File: src/rtl/fifo_wr_arbiter_if.sv
// Bundle of requester-side and FIFO-side signals for the round-robin write-port
// arbiter. The arbiter connects through the slave modport. The environment
// (requesters plus FIFO) connects through the master modport.
//
// Handshake: a beat from requester i transfers on a rising w_clk edge when
// req_valid[i] and req_ready[i] are both high in the cycle before that edge.
// Each requester holds req_data and req_last stable until that beat transfers.
// req_ready is one-hot or zero. fifo_w_en marks the same transfer toward the FIFO.
interface fifo_wr_arbiter_if #(
    parameter int N      = 4,
    parameter int DATA_W = 16,
    parameter int CNT_W  = 16
);
    localparam int ID_W = $clog2(N);

    logic [N-1:0]        req_valid;
    logic [N*DATA_W-1:0] req_data;
    logic [N-1:0]        req_last;
    logic [N-1:0]        req_ready;
    logic                fifo_full;
    logic                fifo_w_en;
    logic [DATA_W-1:0]   fifo_d_in;
    logic                grant_vld;
    logic [ID_W-1:0]     grant_id;
    logic [CNT_W-1:0]    word_cnt;
    logic                state_dbg;   // 1 while the arbiter FSM is in GRANT

    modport master (
        output req_valid, req_data, req_last, fifo_full,
        input  req_ready, fifo_w_en, fifo_d_in, grant_vld, grant_id, word_cnt, state_dbg
    );

    modport slave (
        input  req_valid, req_data, req_last, fifo_full,
        output req_ready, fifo_w_en, fifo_d_in, grant_vld, grant_id, word_cnt, state_dbg
    );
endinterface

File: src/rtl/fifo_wr_arbiter.sv
// Round-robin, packet-locked arbiter that shares one FIFO write port among N
// requesters in the write clock domain. A grant is held from a packet's first
// beat through its last beat. The arbiter always spends one IDLE cycle between packets.
module fifo_wr_arbiter #(
    parameter int N      = 4,
    parameter int DATA_W = 16,
    parameter int CNT_W  = 16
) (
    input logic              w_clk,
    input logic              wrst,
    fifo_wr_arbiter_if.slave bus
);
    localparam int ID_W = $clog2(N);

    typedef enum logic {
        IDLE  = 1'b0,
        GRANT = 1'b1
    } state_t;

    state_t            state;
    logic [ID_W-1:0]   last_id;
    logic [ID_W-1:0]   grant_id_q;
    logic              grant_vld_q;
    logic [CNT_W-1:0]  word_cnt_q;

    logic              pick_found;
    logic [ID_W-1:0]   pick_id;
    logic              fire;
    logic [N-1:0]      ready_vec;
    logic [DATA_W-1:0] d_in;

    // Circular search for the first valid requester, starting just above the one served last.
    always_comb begin
        pick_found = 1'b0;
        pick_id    = '0;
        for (int k = 1; k <= N; k++) begin
            if (!pick_found && bus.req_valid[(int'(last_id) + k) % N]) begin
                pick_found = 1'b1;
                pick_id    = ID_W'((int'(last_id) + k) % N);
            end
        end
    end

    // Drive the write-port handshake from the current grant. A full FIFO blocks both ready and the write.
    always_comb begin
        ready_vec = '0;
        d_in      = '0;
        fire      = 1'b0;
        if (state == GRANT) begin
            d_in = bus.req_data[grant_id_q*DATA_W +: DATA_W];
            if (!bus.fifo_full) begin
                ready_vec[grant_id_q] = 1'b1;
                fire                  = bus.req_valid[grant_id_q];
            end
        end
    end

    // Arbitration FSM. The grant is locked until the beat marked last has transferred.
    always_ff @(posedge w_clk or posedge wrst) begin
        if (wrst) begin
            state       <= IDLE;
            last_id     <= ID_W'(N - 1);
            grant_id_q  <= '0;
            grant_vld_q <= 1'b0;
        end else begin
            case (state)
                IDLE: begin
                    if (pick_found) begin
                        state       <= GRANT;
                        grant_id_q  <= pick_id;
                        last_id     <= pick_id;
                        grant_vld_q <= 1'b1;
                    end
                end
                GRANT: begin
                    if (fire && bus.req_last[grant_id_q]) begin
                        state       <= IDLE;
                        grant_vld_q <= 1'b0;
                    end
                end
                default: begin
                    state       <= IDLE;
                    grant_vld_q <= 1'b0;
                end
            endcase
        end
    end

    // Count accepted words. The counter wraps naturally at 2^CNT_W.
    always_ff @(posedge w_clk or posedge wrst) begin
        if (wrst) begin
            word_cnt_q <= '0;
        end else if (fire) begin
            word_cnt_q <= word_cnt_q + 1'b1;
        end
    end

    assign bus.req_ready = ready_vec;
    assign bus.fifo_w_en = fire;
    assign bus.fifo_d_in = d_in;
    assign bus.grant_vld = grant_vld_q;
    assign bus.grant_id  = grant_id_q;
    assign bus.word_cnt  = word_cnt_q;
    assign bus.state_dbg = (state == GRANT);
endmodule

File: src/flat_wrapper.sv
// flat-port wrapper written by rule: the top's interface ports become plain ports
module fifo_wr_arbiter_flat 
#(
    parameter int N      = 4,
    parameter int DATA_W = 16,
    parameter int CNT_W  = 16
)
  (w_clk, wrst, bus_req_valid, bus_req_data, bus_req_last, bus_fifo_full, bus_req_ready, bus_fifo_w_en, bus_fifo_d_in, bus_grant_vld, bus_grant_id, bus_word_cnt, bus_state_dbg);
  fifo_wr_arbiter_if #(.N(N), .DATA_W(DATA_W), .CNT_W(CNT_W)) bus_i ();
  input logic w_clk;
  input logic wrst;
  input wire logic [$bits(bus_i.req_valid)-1:0] bus_req_valid;
  input wire logic [$bits(bus_i.req_data)-1:0] bus_req_data;
  input wire logic [$bits(bus_i.req_last)-1:0] bus_req_last;
  input wire logic [$bits(bus_i.fifo_full)-1:0] bus_fifo_full;
  output wire logic [$bits(bus_i.req_ready)-1:0] bus_req_ready;
  output wire logic [$bits(bus_i.fifo_w_en)-1:0] bus_fifo_w_en;
  output wire logic [$bits(bus_i.fifo_d_in)-1:0] bus_fifo_d_in;
  output wire logic [$bits(bus_i.grant_vld)-1:0] bus_grant_vld;
  output wire logic [$bits(bus_i.grant_id)-1:0] bus_grant_id;
  output wire logic [$bits(bus_i.word_cnt)-1:0] bus_word_cnt;
  output wire logic [$bits(bus_i.state_dbg)-1:0] bus_state_dbg;
  assign bus_i.req_valid = bus_req_valid;
  assign bus_i.req_data = bus_req_data;
  assign bus_i.req_last = bus_req_last;
  assign bus_i.fifo_full = bus_fifo_full;
  assign bus_req_ready = bus_i.req_ready;
  assign bus_fifo_w_en = bus_i.fifo_w_en;
  assign bus_fifo_d_in = bus_i.fifo_d_in;
  assign bus_grant_vld = bus_i.grant_vld;
  assign bus_grant_id = bus_i.grant_id;
  assign bus_word_cnt = bus_i.word_cnt;
  assign bus_state_dbg = bus_i.state_dbg;
  fifo_wr_arbiter #(.N(N), .DATA_W(DATA_W), .CNT_W(CNT_W)) u_core (.w_clk(w_clk), .wrst(wrst), .bus(bus_i));
endmodule
File: config.mk
export PLATFORM = sky130hd
export DESIGN_NAME = fifo_wr_arbiter_flat
export DESIGN_NICKNAME = d
export VERILOG_FILES = /design/src/rtl/fifo_wr_arbiter_if.sv /design/src/rtl/fifo_wr_arbiter.sv /design/src/flat_wrapper.sv
export SDC_FILE = /design/constraint.sdc
export NUM_CORES = 1
export LEC_CHECK = 0
export BUFFER_PORTS_ARGS = -buffer_cell sky130_fd_sc_hd__buf_2
export CAP_MARGIN = 20
export CORE_MARGIN = 2
export CORE_UTILIZATION = 35
export DETAILED_ROUTE_END_ITERATION = 6
export GPL_ROUTABILITY_DRIVEN = 0
export HOLD_SLACK_MARGIN = 0.06
export PLACE_DENSITY = 0.7
export SYNTH_ARGS = -nofsm -noshare
export SYNTH_HDL_FRONTEND = slang
export SYNTH_SLANG_ARGS = --single-unit
File: constraint.sdc
create_clock -name w_clk -period 2.1 [get_ports w_clk]
set_clock_uncertainty 0.15 [all_clocks]
set_input_delay 0.105 -clock w_clk [delete_from_list [all_inputs] [get_ports w_clk]]
set_output_delay 0.105 -clock w_clk [all_outputs]
set_load 0.02 [all_outputs]
* Yosys cells after proc, flatten, opt, wreduce, memory -nomap -nowiden
Cells that the tools add are included.
Word-level totals: output and inout bits 41, logic and storage cells 75, input port bits 75, bits in registers 22
Operators by class: reduce and logical (&&, ||, !) cells 14, add/sub/neg operators 5, order comparisons 6, shift operators 1, muxes and demuxes 37, bitwise logic cells 5, eq/ne operators 2
Operators with widths (number):
- $shiftx 64x7->16 | 1
- $mux 1 | 21
- $add 16x1->16 const B | 1
- $lt 3x4->1 const B | 4
- $mux 16 | 1
- $bmux 1 s2 | 6
- $mux 2 | 4
- $mux 4 | 2
- $reduce_or 2->1 | 4
- $logic_and 1x1->1 | 5
- $add 2x1->2 const B | 2
- $add 2x2->2 const B | 2
- $and 1x1->1 const A | 4
- $pmux 1 s2 | 2
- $reduce_and 2->1 | 2
- $logic_not 1->1 | 3
- $lt 2x3->1 const B | 1
- $demux 1 s2 | 1
- $ge 2x1->1 const B | 1
- $ne 2x1->1 const B | 1
- $ne 2x2->1 const B | 1
- $not 1->1 | 1

* Longest topological paths before layout
Gate-level depths: netlist of run 1.
word-level depth 18, gate-level depth with buffers 6, depth with buffers taken out 4

* Least setup slack after synthesis of run 1
No wires, ideal clock.
kind flip-flop to output port, start point register u_core.grant_id_q[0] (netlist: u_core.bus.grant_id[0]), end point output bus_fifo_d_in[10], cell stages (with the launch flop) 5, buffers on the path 2, data required time 1845 ps, arrival 1694 ps, path slack 151 ps, cell sequence dfrtp_1 > buf_6 > buf_2 > mux4_2 > and2_1
Between the ends: longest elaborated chain between the ends 2
RTL lines:
- from (decl) | line fifo_wr_arbiter.sv:22 | logic [ID_W-1:0] grant_id_q;
- from (signal assigned) | line fifo_wr_arbiter.sv:70 | grant_id_q <= pick_id;
- $shiftx 64x7->16 | line fifo_wr_arbiter.sv:50 | d_in = bus.req_data[grant_id_q*DATA_W +: DATA_W];
- $mux 16 | line fifo_wr_arbiter.sv:49 | if (state == GRANT) begin
- to (decl) | line flat_wrapper.sv:18 | output wire logic [$bits(bus_i.fifo_d_in)-1:0] bus_fifo_d_in;
No other way between the ends.

* Worst setup path after layout of run 1
start point register u_core.grant_id_q[0] (netlist: u_core.bus.grant_id[0]), end point output bus_fifo_d_in[3]
Same word-level chain as after synthesis.

==> results.py, run 1 <==
metrics = {
    "outcome": {
        "outcome": "complete, no violations",
    },
    "clock_network": {
        "clockRootBuffer": "clkbuf_8",
        "cts_buffer_depth": 2,
        "numCtsBuffers": 3,
        "htreeDepth": 1,
        "post_cts_buffers": 0,
        "tritoncts": "yes",
        "cts.clk_slew.worst_paths_ns": 0.08,
        "clkSinkCount": 22,
        "clkLatencyLatePin_ns": 0.26,
    },
    "run": {
        "maxCapViolCount": 0,
    },
    "floorplan": {
        "initial_core_util": 0.3682,
        "core.rowCount": 24,
        "die_w_um": 71.91,
        "coreArea_um2": 4384,
        "pin_count": 116,
        "dieArea_um2": 5171,
        "die_height_um": 71.91,
    },
    "sta": {
        "max_freq_ghz": 0.5009,
        "setup_violations": 0,
        "slew_violations": 0,
        "finalHoldViolations": 0,
        "relSlewSlack": 0.4693,
        "fin_crit_sh": 0.9507,
        "fin_setup_tns_ns": 0,
        "fin_crit_ns": 1.996,
        "tightestPinTransition_ns": 0.7951,
    },
    "logic_synthesis": {
        "synth_area_leaders": "dfrtp_1 31%, mux4_2 24%, xnor2_1 7.6%, and2_1 6.2%, nand4_1 4.7%",
        "synth-edff-count": 0,
        "synth_xor_area_frac": 0.08140,
        "synth_top_family_by_area": "multiplexers",
        "synth_nets": 220,
        "ys_ff_latch": 22,
        "avgSynthCellArea_um2": 11.21,
        "yosys-mux-area-fraction": 0.2628,
        "synth-simple-area-share": 0.2047,
        "synth.top_cell.area_share": 0.3101,
        "yosys.area.top_type": "dfrtp_1",
        "synthMostInstantiatedCell": "dfrtp_1",
        "synthesis.instances": 144,
        "ys_types": 32,
        "synth_commonest_cells": "20 x dfrtp_1, 17 x mux4_2, 16 x and2_1",
        "ys.warnings.count": 0,
        "ys.flop_type": "dfrtp_1",
        "synth_compound_area_frac": 0.05271,
        "yosys.area_share.adder": 0.007752,
        "syn_area_um2": 1614,
        "async_flop_share": 1.000,
        "ys_seq_area_frac": 0.3426,
    },
    "global_route": {
        "antenna_found_initial": 1,
        "grt_usage": 0.1671,
        "grt_pass1_vias": 1586,
        "grt_pass1_wl_mm": 6.934,
        "grt_overflow": 0,
        "grt_max_degree": 23,
    },
    "finish": {
        "instances_no_fill": 310,
        "nets": 334,
        "areaGrowthSynthToFinish_pct": 43.64,
        "drive_gt1_frac": 0.5681,
    },
    "critical_path": {
        "max_stage_delay_ns": 0.51,
        "cp_max_fo": 18,
        "cp_num_buf_inv": 2,
        "endpoint_kind": "output pin",
        "crit_arrival_ns": 1.74,
        "critPathTopFamily": "multiplexers",
        "critPathSlowestCell": "mux4_2",
        "critPathRequiredTime_ns": 1.85,
        "critical_path_class": "register to output pin",
        "crit_chain": "buf_12 -> mux4_2 -> and2_1 -> buf_2",
        "worstSetupStartpointType": "register",
    },
    "placement": {
        "dpl.hpwl_mm": 3.483,
        "port_buffers": 115,
        "placed_cells": 304,
    },
    "detailed_routing": {
        "drcViolationCount": 0,
        "antenna_left": 0,
        "via_per_inst": 5.071,
        "vias": 1572,
        "drt-total-wl_mm": 4.282,
        "drtPass1Iterations": 4,
        "wl_per_cell_um": 13.81,
        "first_iter_violations": 27,
    },
    "power": {
        "cellLeakagePower_nw": 1.155,
        "p_per_area_nw_per_um2": 1252,
        "ir_worst_vdd_uv": 625.1,
    },
    "min_path": {
        "hp-class": "input port to register",
    },
}
power breakdown:
group	internal, mW	switching [mW]	leakage (nW)	total, mW
Combinational	0.865	0.980	0.840	1.84
Sequential	0.543	0.128	0.280	0.670
Clock	0.254	0.133	0.0357	0.387
Total	1.66	1.24	1.16	2.90
worst paths after layout:
check | startpoint | endpoint | slack (ns) | cells after the start
worst max-delay path | u_core.bus.grant_id[0] | bus_fifo_d_in[3] | 0.10 | 4
worst min-delay path | bus_req_last[0] | u_core.bus.state_dbg | 0.10 | 3
worst max register to register | u_core.bus.grant_id[0] | u_core.bus.word_cnt[1] | 0.23 | 4
worst min register to register | u_core.bus.word_cnt[15] | u_core.bus.word_cnt[15] | 0.33 | 1
max in group asynchronous | wrst | u_core.bus.word_cnt[0] | 0.92 | 3
min in group asynchronous | wrst | u_core.bus.word_cnt[4] | 0.38 | 3
kinds of logic after synthesis:
logic type	Yosys count
simple gates	59
buf+inv	15
flops	22
compound gates	11
mux	21
fa+ha+maj	1
xor+xnor	15
flip-flops by register name, summed over array words and instances, names as in the netlist:
register,flops
u_core.bus.grant_vld,1
u_core.bus.state_dbg,1
u_core.bus.word_cnt,16
u_core.bus.grant_id,2
u_core.last_id,2
through the flow:
stage | setup WS (ns) | cell area (µm²) | power [mW] | util | hold WS (ns)
floorplan | 0.1505 | 1614 | 2.029 | - | -0.05726
global placement | 0.2634 | 2222 | 2.495 | 0.5068 | 0.1525
detailed placement | 0.2367 | 2222 | 2.520 | 0.5068 | 0.1545
CTS | 0.01868 | 2307 | 2.926 | 0.5263 | 0.1025
global route | -0.0009708 | 2318 | 3.113 | 0.5288 | 0.09796
finish | 0.1036 | 2318 | 2.902 | 0.5288 | 0.1048
cell usage in the layout, fill, tap and decap left out, drive strengths merged, types with 3 or more instances in the layout:
| cell type | Yosys | layout |
|---|---|---|
| mux2i | 3 | 3 |
| nand2 | 6 | 6 |
| a21o | 3 | 3 |
| and3 | 4 | 4 |
| inv | 4 | 4 |
| buf | 4 | 119 |
| clkbuf | 7 | 3 |
| xnor2 | 14 | 14 |
| dfrtp | 20 | 20 |
| mux4 | 17 | 17 |
| and2 | 16 | 16 |
| a21oi | 4 | 4 |
| nand4 | 12 | 12 |
| nor2 | 10 | 10 |
what timing repair did:
action                                  CTS  global route
hold buffers                              1             0
endpoints found under the hold margin    20             0
resized for setup                         1             2
endpoints found under the setup margin   16            16
routing by layer:
layer,vias to the layer above,track usage,share of wire
met5,-,0,0
met4,0,0.05031,0.012
met3,7,0.03611,0.098
met2,70,0.3272,0.53
met1,738,0.1771,0.36
li1,757,-,-
cell type report:
type / instances / area (µm²)
Fill cell: 410 / 2066
Antenna cell: 1 / 2.502
Tap cell: 52 / 65.06
Clock buffer: 3 / 41.29
Multi-Input combinational cell: 107 / 983.4
Clock inverter: 1 / 30.03
Sequential cell: 22 / 553.0
Inverter: 4 / 15.01
Timing Repair Buffer: 120 / 628.1
tightest hold or removal path, stage by stage:
cell and delay, ns:
buf_2 0.07, mux4_2 0.23, a21oi_1 0.06
No activity file was read; power rests on OpenSTA's default activity.
==> run 2: changes to the inputs <==
--- a/config.mk
+++ b/config.mk
@@ -8,11 +8,11 @@
 export BUFFER_PORTS_ARGS = -buffer_cell sky130_fd_sc_hd__buf_2
 export CAP_MARGIN = 20
 export CORE_MARGIN = 2
-export CORE_UTILIZATION = 35
+export CORE_UTILIZATION = 36
 export DETAILED_ROUTE_END_ITERATION = 6
 export GPL_ROUTABILITY_DRIVEN = 0
 export HOLD_SLACK_MARGIN = 0.06
-export PLACE_DENSITY = 0.7
+export PLACE_DENSITY = 0.72
 export SYNTH_ARGS = -nofsm -noshare
 export SYNTH_HDL_FRONTEND = slang
 export SYNTH_SLANG_ARGS = --single-unit
==> results.py, run 2 (same netlist as run 1, synthesis figures left out) <==
metrics = {
    "outcome": {
        "outcome": "complete, no violations",
    },
    "clock_network": {
        "tritoncts": "yes",
        "clkLatencyLatePin_ns": 0.26,
        "htreeDepth": 1,
        "numCtsBuffers": 3,
        "cts_buffer_depth": 2,
        "clockRootBuffer": "clkbuf_8",
        "cts.clk_slew.worst_paths_ns": 0.09,
        "clkSinkCount": 22,
    },
    "finish": {
        "drive_gt1_frac": 0.5802,
        "areaGrowthSynthToFinish_pct": 46.67,
        "fill_cells": 387,
        "layout_commonest_cell": "buf_2",
        "antenna_cells": 0,
        "final_cell_mix": "115 x buf_2, 19 x dfrtp_1, 17 x mux4_2, 16 x and2_1, 14 x xnor2_1",
        "largest_register_ffs": 16,
        "post-route-cell-area_um2": 2367,
        "nets": 339,
    },
    "detailed_routing": {
        "first_iter_violations": 55,
        "m1WireLength_mm": 1.689,
        "wl_per_cell_um": 14.46,
        "maxUsedRoutingLayer": "met4",
        "drt-total-wl_mm": 4.540,
        "wl_met2_mm": 2.412,
        "drtPass1Iterations": 4,
        "vias": 1593,
        "met3_length_um": 384,
        "via_per_inst": 5.073,
        "drcViolationCount": 0,
        "antenna_left": 0,
    },
    "placement": {
        "port_buffers": 115,
        "placed_cell_area_um2": 2237,
        "dpl.hpwl_mm": 3.744,
        "pre_cts_slack_ns": 0.1903,
    },
    "power": {
        "ir_worst_vdd_uv": 624.9,
        "p_clk_frac": 0.130,
        "p_comb_frac": 0.643,
        "seq_power_share": 0.227,
        "p_sw_frac": 0.4225,
        "cellLeakagePower_nw": 1.182,
        "p_per_area_nw_per_um2": 1267,
        "power_switching_mw": 1.267,
        "p_int_mw": 1.732,
    },
    "min_path": {
        "min_to": "u_core.bus.state_dbg",
        "hold_path.startpoint": "bus_req_last[2]",
        "whs_path_depth": 3,
        "hp-class": "input port to register",
    },
    "floorplan": {
        "pin_count": 116,
        "die_height_um": 70.96,
        "dieArea_um2": 5035,
        "core.rowCount": 24,
        "initial_core_util": 0.3733,
        "coreArea_um2": 4324,
        "die_w_um": 70.96,
    },
    "sta": {
        "fin_crit_ns": 1.993,
        "rsz0062_at_grt": "no",
        "fin_ws_ns": 0.1074,
        "max_freq_ghz": 0.5019,
        "tightestPinTransition_ns": 0.8009,
        "fin_crit_sh": 0.9488,
        "setup_violations": 0,
        "slew_violations": 0,
        "relSlewSlack": 0.4655,
        "fin_setup_tns_ns": 0,
        "finalHoldViolations": 0,
    },
    "critical_path": {
        "worstSetupStartpointType": "register",
        "regToRegSetupSlack_ns": 0.28,
        "critPathRequiredTime_ns": 1.85,
        "regToRegEndpoint": "u_core.bus.word_cnt[12]",
        "cp_max_fo": 14,
        "crit_arrival_ns": 1.74,
        "critPathLaunch": "u_core.bus.grant_id[0]",
        "r2r_cells": 6,
        "endpoint_kind": "output pin",
        "critical_path_class": "register to output pin",
        "r2r_start": "u_core.bus.grant_id[0]",
    },
    "global_route": {
        "grt_usage": 0.1753,
        "grt_pass1_vias": 1608,
        "antenna_found_initial": 0,
        "grt_max_degree": 23,
        "grt_pass1_wl_mm": 7.224,
        "grt_overflow": 0,
    },
    "run": {
        "maxCapViolCount": 0,
    },
}
[run 2: worst max-delay path by stage]
stage / slack [ns] / to
floorplan: 0.15 / bus_fifo_d_in[10]
global placement: 0.20 / u_core.bus.word_cnt[1]
detailed placement: 0.19 / u_core.bus.word_cnt[1]
CTS: 0.001 / bus_fifo_d_in[9]
global route: 0.01 / bus_fifo_d_in[9]
finish: 0.11 / bus_fifo_d_in[9]
[run 2: final cells by class]
cell class              count  area (µm²)  share of cell area
multi-input cells         107       983.4              0.4154
well taps                  52       65.06             0.02748
inverters                   4       15.01            0.006342
clock buffers               3       41.29             0.01744
flip-flops and latches     22       554.3              0.2341
clock inverters             1       30.03             0.01268
repair buffers            125       678.2              0.2865
[run 2: metrics by stage]
step | utilization | power, mW | hold WS, ns | std cells
after floorplan | - | 2.029 | -0.05726 | 144
after global placement | 0.5174 | 2.518 | 0.1508 | 306
after detailed placement | 0.5174 | 2.546 | 0.1644 | 306
after CTS | 0.5362 | 2.935 | 0.1075 | 311
after global routing | 0.5475 | 3.186 | 0.1074 | 314
final | 0.5475 | 2.998 | 0.1079 | 314
[run 2: power groups by stage]
stage               clock, mW  sequential (mW)  combinational (mW)
floorplan                   0            0.735                1.29
global placement            0            0.678                1.84
detailed placement          0            0.683                1.86
CTS                     0.393            0.674                1.87
global route            0.411            0.707                2.07
finish                  0.390            0.680                1.93
[run 2: critical path, stage by stage (launching register included)]
cell and delay (ns):
dfrtp_1 0.43, buf_12 0.19, mux4_2 0.51, and2_1 0.18, buf_2 0.16
[run 2: timing repair]
action / in CTS / in global routing
resized for setup: 0 / 4
endpoints found under the hold margin: 20 / 0
setup endpoints to repair: 0 / 14
setup buffers: 0 / 3
hold buffers: 1 / 0
[run 2: per-layer routing]
layer,vias to the layer above,track usage
met4,0,0.03564
met3,4,0.02707
met5,-,0
met1,751,0.1917
met2,75,0.3520
li1,763,-
==> run 3: changes to the inputs <==
--- a/config.mk
+++ b/config.mk
@@ -12,7 +12,7 @@
 export DETAILED_ROUTE_END_ITERATION = 6
 export GPL_ROUTABILITY_DRIVEN = 0
 export HOLD_SLACK_MARGIN = 0.06
-export PLACE_DENSITY = 0.72
+export PLACE_DENSITY = 0.79
 export SYNTH_ARGS = -nofsm -noshare
 export SYNTH_HDL_FRONTEND = slang
 export SYNTH_SLANG_ARGS = --single-unit
==> results.py, run 3 (same netlist as run 1, synthesis figures left out) <==
metrics = {
    "outcome": {
        "outcome": "complete, no violations",
    },
    "detailed_routing": {
        "antenna_left": 0,
        "wl_per_cell_um": 13.92,
        "vias": 1589,
        "drt-total-wl_mm": 4.386,
        "drtPass1Iterations": 4,
        "first_iter_violations": 48,
        "via_per_inst": 5.044,
        "drcViolationCount": 0,
    },
    "clock_network": {
        "cts_buffer_depth": 2,
        "tritoncts": "yes",
        "clkSinkCount": 22,
        "clockRootBuffer": "clkbuf_8",
        "htreeDepth": 1,
        "numCtsBuffers": 3,
        "clkLatencyLatePin_ns": 0.25,
        "cts.clk_slew.worst_paths_ns": 0.08,
    },
    "floorplan": {
        "initial_core_util": 0.3733,
        "core.rowCount": 24,
        "coreArea_um2": 4324,
        "pin_count": 116,
        "die_height_um": 70.96,
        "dieArea_um2": 5035,
        "die_w_um": 70.96,
    },
    "critical_path": {
        "endpoint_kind": "output pin",
        "cp_max_fo": 19,
        "r2r_start": "u_core.bus.grant_id[0]",
        "critical_path_class": "register to output pin",
        "crit_arrival_ns": 1.75,
        "crit_chain": "buf_6 -> mux4_2 -> and2_1 -> buf_2",
        "r2r_cells": 4,
        "regToRegSetupSlack_ns": 0.22,
        "worstSetupStartpointType": "register",
        "max_stage_delay_ns": 0.52,
        "critPathRequiredTime_ns": 1.85,
        "regToRegEndpoint": "u_core.bus.word_cnt[1]",
        "critPathSlowestCell": "mux4_2",
    },
    "global_route": {
        "grt_overflow": 0,
        "grt_pass1_wl_mm": 6.796,
        "grt_pass1_vias": 1499,
        "grt_max_degree": 23,
        "antenna_found_initial": 0,
        "grt_usage": 0.1664,
    },
    "sta": {
        "relSlewSlack": 0.4689,
        "whs_ns": 0.1202,
        "finalHoldViolations": 0,
        "tightestPinTransition_ns": 0.7957,
        "fin_setup_tns_ns": 0,
        "fin_crit_sh": 0.9557,
        "rsz0062_at_grt": "no",
        "fin_crit_ns": 2.007,
        "max_freq_ghz": 0.4983,
        "slew_violations": 0,
        "setup_violations": 0,
    },
    "power": {
        "p_comb_frac": 0.666,
        "power_switching_mw": 1.250,
        "seq_power_share": 0.232,
        "cellLeakagePower_nw": 1.176,
        "p_sw_frac": 0.4367,
        "ir_worst_vdd_uv": 809.2,
        "p_clk_frac": 0.103,
        "p_int_mw": 1.612,
        "p_per_area_nw_per_um2": 1225,
    },
    "finish": {
        "layout_commonest_cell": "buf_2",
        "postLayoutCoreUtil": 0.5402,
        "final_cell_mix": "115 x buf_2, 20 x dfrtp_1, 17 x mux4_2, 16 x and2_1, 14 x xnor2_1",
        "antenna_cells": 0,
        "drive_gt1_frac": 0.5779,
        "areaGrowthSynthToFinish_pct": 44.73,
        "nets": 340,
        "largest_register_ffs": 16,
    },
    "placement": {
        "port_buffers": 115,
        "dpl.hpwl_mm": 3.503,
    },
    "min_path": {
        "min_to": "u_core.bus.state_dbg",
        "hp-class": "input port to register",
        "whs_path_depth": 3,
        "hold_path.startpoint": "bus_req_last[2]",
    },
    "run": {
        "maxCapViolCount": 0,
    },
}
run 3: cell count changes in the layout (fill, tap and decap cells not counted), sizes merged:
cell    change
buf         +1
bufinv      -1
clkbuf      +1
run 3: worst max-delay path by stage:
| stage | from | to | slack, ns | depth (start not counted) |
|---|---|---|---|---|
| 2_1_floorplan | u_core.bus.grant_id[0] | bus_fifo_d_in[10] | 0.15 | 4 |
| 3_3_place_gp | u_core.bus.grant_id[0] | u_core.bus.grant_vld | 0.22 | 5 |
| 3_5_place_dp | u_core.bus.state_dbg | u_core.bus.grant_vld | 0.19 | 5 |
| 4_1_cts | u_core.bus.grant_id[0] | bus_fifo_w_en | 0.05 | 3 |
| 5_1_grt | u_core.bus.grant_id[0] | bus_fifo_d_in[0] | 0.01 | 4 |
| 6_report | u_core.bus.grant_id[0] | bus_fifo_d_in[0] | 0.09 | 4 |
run 3: per-layer routing:
layer / GRT usage / share of wire
met5: 0 / 0
met3: 0.02422 / 0.079
met4: 0.05660 / 0.018
met1: 0.2011 / 0.39
met2: 0.3022 / 0.51
run 3: critical path: cells and delay by family (launching register included):
kind	cells	cell delay (ns)
simple gates	1	0.17
flops	1	0.38
mux	1	0.52
buf+inv	2	0.41
run 3: timing repair:
item / 4_1_cts / 5_1_grt
buffers inserted: 0 / 5
pin swaps: 0 / 1
hold endpoints to repair: 20 / 0
hold buffers: 1 / 0
gates cloned: 0 / 0
gates resized for setup: 1 / 0
setup endpoints to repair: 1 / 1
run 3: metrics by stage:
step	area (µm²)	setup WS, ns	total power [mW]	std cells
6_report	2336	0.09298	2.861	315
5_1_grt	2336	0.01303	3.040	315
4_1_cts	2298	0.05109	2.837	310
3_5_place_dp	2230	0.1877	2.528	305
3_3_place_gp	2230	0.2224	2.499	305
2_1_floorplan	1614	0.1505	2.029	144
run 3: area by class of cell:
type                    count  area (µm²)
well taps                  52       65.06
repair buffers            126       664.4
multi-input cells         107       983.4
clock buffers               4       55.05
flip-flops and latches     22       553.0
inverters                   4       15.01
fillers                   416        1988
run 3: power by group through the flow:
| stage | sequential, mW | clock [mW] | combinational [mW] |
|---|---|---|---|
| 3_5_place_dp | 0.667 | 0 | 1.86 |
| 3_3_place_gp | 0.664 | 0 | 1.84 |
| 4_1_cts | 0.663 | 0.303 | 1.87 |
| 6_report | 0.663 | 0.294 | 1.90 |
| 2_1_floorplan | 0.735 | 0 | 1.29 |
| 5_1_grt | 0.684 | 0.319 | 2.04 |
